<file path="src/rtl/pipe_pkg.sv">
// Shared pipeline definitions: opcodes, bubble encoding, execute op types
// and the memory-stage FSM state type.
package pipe_pkg;

    localparam logic [5:0]  OP_LOAD     = 6'b010000;
    localparam logic [5:0]  OP_STORE    = 6'b010001;

    // One slot's worth of "no instruction"; a full bundle is two of these.
    localparam logic [31:0] BUBBLE_SLOT = 32'hE000_0000;
    localparam logic [63:0] BUBBLE_INST = {BUBBLE_SLOT, BUBBLE_SLOT};

    typedef enum logic [2:0] {
        ENop,
        EAdd,
        ESub,
        ERshift,
        ELshift
    } exec_type;

    typedef enum logic {
        IDLE,
        WAIT
    } mem_state_t;

    // The opcode of the upper slot sits at the top of the bundle.
    function automatic logic [5:0] opcode_of(input logic [63:0] bundle);
        return bundle[63:58];
    endfunction

endpackage

</file>
<file path="src/rtl/mem_stage.sv">
// Memory stage: issues upper-slot loads/stores to a synchronous data BRAM,
// stalls execute while a load is outstanding and forwards both slots to
// write-back. LOAD_LAT must be 1..3 (the wait counter is two bits wide).
module mem_stage
    import pipe_pkg::*;
#(
    parameter int ADDR_W   = 16,
    parameter int LOAD_LAT = 1
) (
    input  logic              clk,
    input  logic              rstn,
    input  logic              ex_to_mem_ready,
    input  logic [63:0]       inst,
    input  logic [31:0]       u_tdata,
    input  logic [31:0]       u_store_data,
    input  logic [4:0]        u_rt,
    input  logic              u_rt_flag,
    input  logic [31:0]       l_tdata,
    input  logic [4:0]        l_rt,
    input  logic              l_rt_flag,
    output logic              mem_stall,
    output logic              dmem_en,
    output logic              dmem_we,
    output logic [ADDR_W-1:0] dmem_addr,
    output logic [31:0]       dmem_wdata,
    input  logic [31:0]       dmem_rdata,
    output logic [63:0]       inst_to_wb,
    output logic [31:0]       u_wdata,
    output logic [4:0]        u_rt_to_wb,
    output logic              u_rt_flag_to_wb,
    output logic [31:0]       l_wdata,
    output logic [4:0]        l_rt_to_wb,
    output logic              l_rt_flag_to_wb
);

    localparam logic [1:0] CNT_START = 2'(LOAD_LAT - 1);

    mem_state_t  r_state;
    mem_state_t  w_state_next;
    logic [1:0]  r_cnt;

    logic        w_is_load;
    logic        w_is_store;
    logic        w_load_go;
    logic        w_store_go;
    logic        w_load_done;
    logic        w_unused_addr_bits;

    // Load context captured at issue; execute does not hold its outputs.
    logic [63:0] r_hold_inst;
    logic [4:0]  r_hold_u_rt;
    logic        r_hold_u_rt_flag;
    logic [31:0] r_hold_l_tdata;
    logic [4:0]  r_hold_l_rt;
    logic        r_hold_l_rt_flag;

    logic [63:0] r_inst_to_wb;
    logic [31:0] r_u_wdata;
    logic [4:0]  r_u_rt_to_wb;
    logic        r_u_rt_flag_to_wb;
    logic [31:0] r_l_wdata;
    logic [4:0]  r_l_rt_to_wb;
    logic        r_l_rt_flag_to_wb;

    assign w_is_load   = ex_to_mem_ready && (opcode_of(inst) == OP_LOAD);
    assign w_is_store  = (opcode_of(inst) == OP_STORE);
    assign w_load_go   = (r_state == IDLE) && w_is_load;
    assign w_store_go  = (r_state == IDLE) && w_is_store;
    assign w_load_done = (r_state == WAIT) && (r_cnt == 2'd0);

    // Byte offset and high address bits play no part in the word address.
    assign w_unused_addr_bits = ^{u_tdata[31:ADDR_W+2], u_tdata[1:0]};

    assign dmem_addr  = u_tdata[ADDR_W+1:2];
    assign dmem_wdata = u_store_data;

    // FSM state register.
    always_ff @(posedge clk) begin
        if (!rstn) r_state <= IDLE;
        else       r_state <= w_state_next;
    end

    // FSM next state: a load parks us in WAIT until its data is back.
    always_comb begin
        w_state_next = r_state;
        case (r_state)
            IDLE:    if (w_is_load)        w_state_next = WAIT;
            WAIT:    if (r_cnt == 2'd0)    w_state_next = IDLE;
            default:                       w_state_next = IDLE;
        endcase
    end

    // FSM outputs: BRAM strobes and the stall back to execute; all quiet in reset.
    always_comb begin
        mem_stall = 1'b0;
        dmem_en   = 1'b0;
        dmem_we   = 1'b0;
        if (rstn) begin
            mem_stall = w_load_go || ((r_state == WAIT) && (r_cnt != 2'd0));
            dmem_en   = w_load_go || w_store_go;
            dmem_we   = w_store_go;
        end
    end

    // Wait counter: the cycle it reaches zero is the cycle rdata is valid.
    always_ff @(posedge clk) begin
        if (!rstn)                               r_cnt <= 2'd0;
        else if (w_load_go)                      r_cnt <= CNT_START;
        else if ((r_state == WAIT) && (r_cnt != 2'd0)) r_cnt <= r_cnt - 2'd1;
    end

    // Capture the load's bundle and the paired lower slot at issue.
    always_ff @(posedge clk) begin
        if (w_load_go) begin
            r_hold_inst      <= inst;
            r_hold_u_rt      <= u_rt;
            r_hold_u_rt_flag <= u_rt_flag;
            r_hold_l_tdata   <= l_tdata;
            r_hold_l_rt      <= l_rt;
            r_hold_l_rt_flag <= l_rt_flag;
        end
    end

    // Write-back register: load result, bubble while busy, else pass-through.
    always_ff @(posedge clk) begin
        if (!rstn) begin
            r_inst_to_wb      <= BUBBLE_INST;
            r_u_wdata         <= 32'd0;
            r_u_rt_to_wb      <= 5'd0;
            r_u_rt_flag_to_wb <= 1'b0;
            r_l_wdata         <= 32'd0;
            r_l_rt_to_wb      <= 5'd0;
            r_l_rt_flag_to_wb <= 1'b0;
        end else if (w_load_done) begin
            r_inst_to_wb      <= r_hold_inst;
            r_u_wdata         <= dmem_rdata;
            r_u_rt_to_wb      <= r_hold_u_rt;
            r_u_rt_flag_to_wb <= r_hold_u_rt_flag;
            r_l_wdata         <= r_hold_l_tdata;
            r_l_rt_to_wb      <= r_hold_l_rt;
            r_l_rt_flag_to_wb <= r_hold_l_rt_flag;
        end else if (w_load_go || (r_state == WAIT)) begin
            r_inst_to_wb      <= BUBBLE_INST;
            r_u_wdata         <= 32'd0;
            r_u_rt_to_wb      <= 5'd0;
            r_u_rt_flag_to_wb <= 1'b0;
            r_l_wdata         <= 32'd0;
            r_l_rt_to_wb      <= 5'd0;
            r_l_rt_flag_to_wb <= 1'b0;
        end else begin
            r_inst_to_wb      <= inst;
            r_u_wdata         <= u_tdata;
            r_u_rt_to_wb      <= u_rt;
            // A store has no register result even if execute flagged one.
            r_u_rt_flag_to_wb <= u_rt_flag && !w_is_store;
            r_l_wdata         <= l_tdata;
            r_l_rt_to_wb      <= l_rt;
            r_l_rt_flag_to_wb <= l_rt_flag;
        end
    end

    assign inst_to_wb      = r_inst_to_wb;
    assign u_wdata         = r_u_wdata;
    assign u_rt_to_wb      = r_u_rt_to_wb;
    assign u_rt_flag_to_wb = r_u_rt_flag_to_wb;
    assign l_wdata         = r_l_wdata;
    assign l_rt_to_wb      = r_l_rt_to_wb;
    assign l_rt_flag_to_wb = r_l_rt_flag_to_wb;

endmodule

</file>
<file path="config.mk">
export PLATFORM = sky130hd
export DESIGN_NAME = mem_stage
export DESIGN_NICKNAME = d
export VERILOG_FILES = /design/src/rtl/pipe_pkg.sv /design/src/rtl/mem_stage.sv
export SDC_FILE = /design/constraint.sdc
export NUM_CORES = 1
export LEC_CHECK = 0
export ABC_AREA = 0
export CORE_MARGIN = 10
export CORE_UTILIZATION = 40
export DETAILED_ROUTE_END_ITERATION = 8
export GPL_TIMING_DRIVEN = 0
export HOLD_SLACK_MARGIN = 0.05
export PLACE_DENSITY = 0.79
export SYNTH_ARGS = -nofsm -noshare
export SYNTH_HDL_FRONTEND = slang
export SYNTH_SLANG_ARGS = --single-unit
</file>
<file path="constraint.sdc">
create_clock -name clk -period 15.1 [get_ports clk]
set_clock_uncertainty 0.15 [all_clocks]
set_input_delay 3.02 -clock clk [delete_from_list [all_inputs] [get_ports clk]]
set_output_delay 3.02 -clock clk [all_outputs]
set_load 0.005 [all_outputs]
</file>
## After elaboration in Yosys (flattened, before gate mapping)

Index checks and enable logic that the tools add are counted.

- Register bits: 251
- Output and inout port bits: 191
- Input port bits: 207

- Equal/unequal tests: 2
- Reductions and logical operators: 13
- Bitwise logic cells: 2
- Mux-type cells: 20
- Add/subtract/negate cells: 1

Operator list:

| cell | count |
|---|---|
| 32-bit 2-to-1 mux | 4 |
| 64-bit 2-to-1 mux | 2 |
| 5-bit 2-to-1 mux | 4 |
| 6-bit by 5-bit equality test with 1-bit output (second input constant) | 2 |
| 1-bit 2-to-1 mux | 9 |
| 1-bit logical AND | 6 |
| 1-bit logical OR | 3 |
| 2-bit zero test | 1 |
| 1-bit inverter | 2 |
| 1-bit one-hot mux with 2 select lines | 1 |
| 2-bit nonzero test | 1 |
| 2-bit OR reduction | 1 |
| 2-bit by 1-bit subtractor with 2-bit output (second input constant) | 1 |
| 1-bit zero test | 1 |

## Depth between registers and ports, before layout

- Depth after elaboration: 6
- Depth in mapped cells: 8

## Worst setup path after synthesis

OpenSTA, ideal clock, no wires.

- Path type: input -> register
- Start: input inst[59]
- End: register r_hold_inst[0] (enable)
- Stages on the path: 2
- Setup slack: 3215 ps
- Arrival time: 11028 ps
- Library setup time: 707 ps
- Path buffers: 0
- Cell sequence: or4_1 -> nor3_1

- Word-level cells in the longest chain between the ends: 3

RTL lines:

| element | RTL line | RTL |
|---|---|---|
| start: declaration | mem_stage.sv:13 | `input logic [63:0] inst,` |
| 6-bit by 5-bit equality test with 1-bit output | mem_stage.sv:65 | `assign w_is_load = ex_to_mem_ready && (opcode_of(inst) == OP_LOAD);` |
| 1-bit logical AND | mem_stage.sv:65 |  |
| 1-bit logical AND | mem_stage.sv:67 | `assign w_load_go = (r_state == IDLE) && w_is_load;` |
| net w_load_go | mem_stage.sv:44 | `logic w_load_go;` |
| end signal: assignment | mem_stage.sv:115 | `r_hold_inst <= inst;` |
| end: declaration | mem_stage.sv:50 | `logic [63:0] r_hold_inst;` |

The timed path passes the listed nets, and every way through them passes these cells.
A chain may end at the register's enable or synchronous reset.

## Worst setup path after layout

- Start: input inst[59]
- End: output mem_stall

- Word-level cells in the longest chain between the ends: 5

RTL lines:

| element | RTL line | RTL |
|---|---|---|
| 6-bit by 5-bit equality test with 1-bit output | mem_stage.sv:65 |  |
| 1-bit logical AND | mem_stage.sv:65 |  |
| 1-bit logical AND | mem_stage.sv:67 |  |
| 1-bit logical OR | mem_stage.sv:99 | `mem_stall = w_load_go \|\| ((r_state == WAIT) && (r_cnt != 2'd0));` |
| 1-bit 2-to-1 mux | mem_stage.sv:98 | `if (rstn) begin` |
| end: declaration | mem_stage.sv:21 | `output logic mem_stall,` |

No other way between the ends.

==> run_results.csv <==
group,metric,value,unit
placement,placed_cell_area,12300,sq um
hold_path,hp-start,"r_hold_u_rt_flag$_DFFE_PP_",
final_layout,nFillCells,1474,
flow_run,maxCapViolCount,0,
clock_network,cts_setup_buffers,0,
routing,drt_pass1_iterations,4,
timing,setup_violations,0,
final_layout,multiInputGateArea,1440,sq um
critical_path,cp_num_cells,5,
clock_network,clk_pin_slew,0.06,ns
power_and_ir_drop,p_per_area,116,nW/um^2
clock_network,numCtsBuffers,26,
critical_path,start_kind,"input port",
timing,maxSlewHeadroom,0.464,
power_and_ir_drop,irDropWorstVdd,0.0915,mV
timing,drv_slew,0,
timing,fin_crit,8.19,ns
clock_network,post_cts_resized,0,
critical_path,crit_slowest_cell,"or4b_4",
floorplanning,rows,52,
yosys,synth_seq_area_share,0.747,
timing,worst_pin_slew,0.804,ns
clock_network,htree_levels,1,
yosys,syn_nets,715,
hold_path,hold_class,"reg -> reg",
critical_path,rr_startpoint,"r_cnt[0]$_SDFFE_PP0P_",
yosys,synth-seq-cells,251,
hold_path,min_path_cells,2,
final_layout,post-route-util,0.652,
hold_path,holdPathEnd,"u_rt_flag_to_wb$_SDFF_PN0_",
yosys,synth_area,8170,sq um
global_routing,grt_overflow,0,
global_routing,grt_pass1_wl,37.2,mm
timing,final.period_utilization,0.542,
routing,vias,5760,
yosys,avgSynthCellArea,16.1,sq um
yosys,synth-main-ff-cell,"dfxtp_1",
routing,wl,25.2,mm
final_layout,area_growth,61.0,%
floorplanning,start_util,0.405,
final_layout,drive_gt1_frac,0.129,
yosys,netlist_instances,507,
final_layout,final_cells,1200,
critical_path,cp_cell_sequence,"clkdlybuf4s50_1 -> or4b_4 -> o21bai_1 -> and3_1 -> clkdlybuf4s50_1",
routing,drtIter0Drc,301,
critical_path,critPathTopFamily,"buffers and inverters",
power_and_ir_drop,total_power,1520,uW
clock_network,cts_tree,"done",
critical_path,worstReg2RegEnd,"inst_to_wb[10]$_SDFF_PN0_",
global_routing,grt_util_met3,0.0718,
floorplanning,die_area,26500,sq um
routing,routedWlPerCell,21.0,microns
clock_network,hold_buffers,0,
clock_network,cts_max_path_buffers,3,
global_routing,grt_use_met2,0.315,
critical_path,crit_buf_inv,2,
clock_network,clock_latency,0.52,ns
critical_path,ff2ff_path_depth,7,
global_routing,antenna_found_initial,0,
critical_path,critPathMaxStageDelay,0.60,ns
clock_network,root_buffer,"clkbuf_16",
global_routing,grt_use_total,0.178,
placement,dp_cells,1152,
critical_path,worst_setup_path_end_kind,"output port",
routing,viasPerCell,4.80,
floorplanning,die_width,163,microns
timing,hold_viol,0,
yosys,ys.warnings.count,0,
global_routing,grt_max_degree,14,
critical_path,reg2reg_setup_slack,12.47,ns
final_layout,seq_area,6110,sq um
critical_path,cp-startpoint,"inst[59]",
critical_path,crit_top_cell,"clkdlybuf4s50_1",
global_routing,grt_use_met1,0.191,
timing,fmax,122,MHz
final_layout,diodes,0,
critical_path,crit_path_max_fanout,4,
critical_path,worstPathArrival,5.02,ns
floorplanning,coreArea,20200,sq um
timing,rsz0062_at_grt,"false",
routing,drtAntennaViolNets,0,
final_layout,nets,1118,
floorplanning,dieHeight,163,microns
placement,place.port_buffers,365,
clock_network,cts.sinks,251,
floorplanning,num_io_pins,398,
global_routing,top_usage_layer,"met2",
placement,hpwl,19.6,mm
critical_path,critical_path_class,"in -> out",
outcome,status,"complete, no violations",
final_layout,design_area,13100,sq um
critical_path,worstPathRequired,11.93,ns
power_and_ir_drop,power.leakage,0.00510,uW
yosys,synthArstFlopShare,0,
global_routing,grt_pass1_vias,6136,
yosys,yosysUniqueCellTypes,31,
placement,gp_congestion,0.843,
routing,drc,0,
yosys,synth_enable_flop_cells,108,
[cell usage in the layout, fill, tap and decap left out, types with 3 or more instances in the layout]
cell type        instances
clkdlybuf4s50_1        365
dfxtp_1                143
a22o_1                 130
edfxtp_1               108
buf_4                   48
clkbuf_16               28
clkbuf_1                14
buf_8                   13
buf_2                   10
buf_6                    8
nand2_1                  5
o22a_1                   5
nand2b_1                 4
nand3_1                  4
clkbuf_8                 4
clkinv_1                 4
inv_1                    3
and3_1                   3
o21ai_0                  3
buf_1                    3
[per-layer routing]
layer,up-vias,routed length (microns)
met5,-,0
li1,2707,-
met4,0,693
met3,45,2710
met1,2727,8880
met2,281,12900
[synth_stat cells (2+ instances only)]
master,instances,area (sq um)
nor3_1,3,15.0
nand2b_1,4,25.0
inv_1,3,11.3
nor2b_1,2,12.5
buf_4,48,360
nand3_1,4,20.0
a21boi_0,2,15.0
buf_2,10,50.1
o21ai_0,3,15.0
dfxtp_1,143,2860
buf_1,3,11.3
nand2_1,5,18.8
buf_8,11,165
edfxtp_1,108,3240
clkbuf_1,7,26.3
o22a_1,5,43.8
and3_1,3,18.8
a22o_1,130,1140
[layout make-up]
cell class                 count  area share
inverter                       3    0.000856
timing repair buffer         375       0.287
buffer                        79      0.0466
tap                          270      0.0257
sequential                   251       0.464
clock inverter                 9     0.00619
multi-input combinational    174       0.110
clock buffer                  39      0.0595
[metrics by stage]
stage | hold slack (ns) | setup slack, ns | setup TNS (ns)
after floorplan | 0.258 | 3.22 | 0
after CTS | 0.308 | 6.90 | 0
after global placement | 0.269 | -1.03 | -110.99
after global routing | 0.324 | 6.81 | 0
after detailed placement | 0.299 | 6.91 | 0
final | 0.302 | 6.91 | 0
[registers in the layout, indices dropped and copies added, names as in the netlist]
| name | flops |
|---|---|
| inst_to_wb | 64 |
| r_hold_inst | 64 |
| l_wdata | 32 |
| r_hold_l_tdata | 32 |
| u_wdata | 32 |
| l_rt_to_wb | 5 |
| r_hold_l_rt | 5 |
| r_hold_u_rt | 5 |
| u_rt_to_wb | 5 |
| r_cnt | 2 |
| l_rt_flag_to_wb | 1 |
| r_hold_l_rt_flag | 1 |
| r_hold_u_rt_flag | 1 |
| r_state | 1 |
| u_rt_flag_to_wb | 1 |
[worst reg2reg max path, stage by stage (launching register included)]
cell and delay [ns]:
dfxtp_1 0.32, inv_1 0.05, ha_1 0.30, and3_1 0.20
clkbuf_1 0.24, buf_1 0.65, buf_2 0.40, a22o_1 0.23
[power by group]
group | internal, uW | switching (uW) | total, uW
sequential | 730 | 6.03 | 736
clock | 375 | 253 | 629
combinational | 111 | 48.3 | 159
total | 1220 | 308 | 1520
[how the worst max path moves through the flow]
stage	end	slack, ns
6_report	mem_stall	6.91
5_1_grt	mem_stall	6.81
4_1_cts	dmem_en	6.90
3_5_place_dp	mem_stall	6.91
3_3_place_gp	r_hold_inst[1]$_DFFE_PP_	-1.03
2_1_floorplan	r_hold_inst[0]$_DFFE_PP_	3.22
[cell families (layout without fill, tap and decap cells)]
| logic type | count (synthesis) | after routing | share of synthesized area |
|---|---|---|---|
| adder cells (fa/ha/maj) | 1 | 1 | 0.00153 |
| flip-flops | 251 | 251 | 0.747 |
| AO/OA/AOI/OAI | 146 | 146 | 0.155 |
| buffers and inverters | 82 | 505 | 0.0764 |
| multiplexers | 1 | 1 | 0.00123 |
| AND/OR/NAND/NOR | 26 | 26 | 0.0184 |
Power figures use the tool's default switching activity.
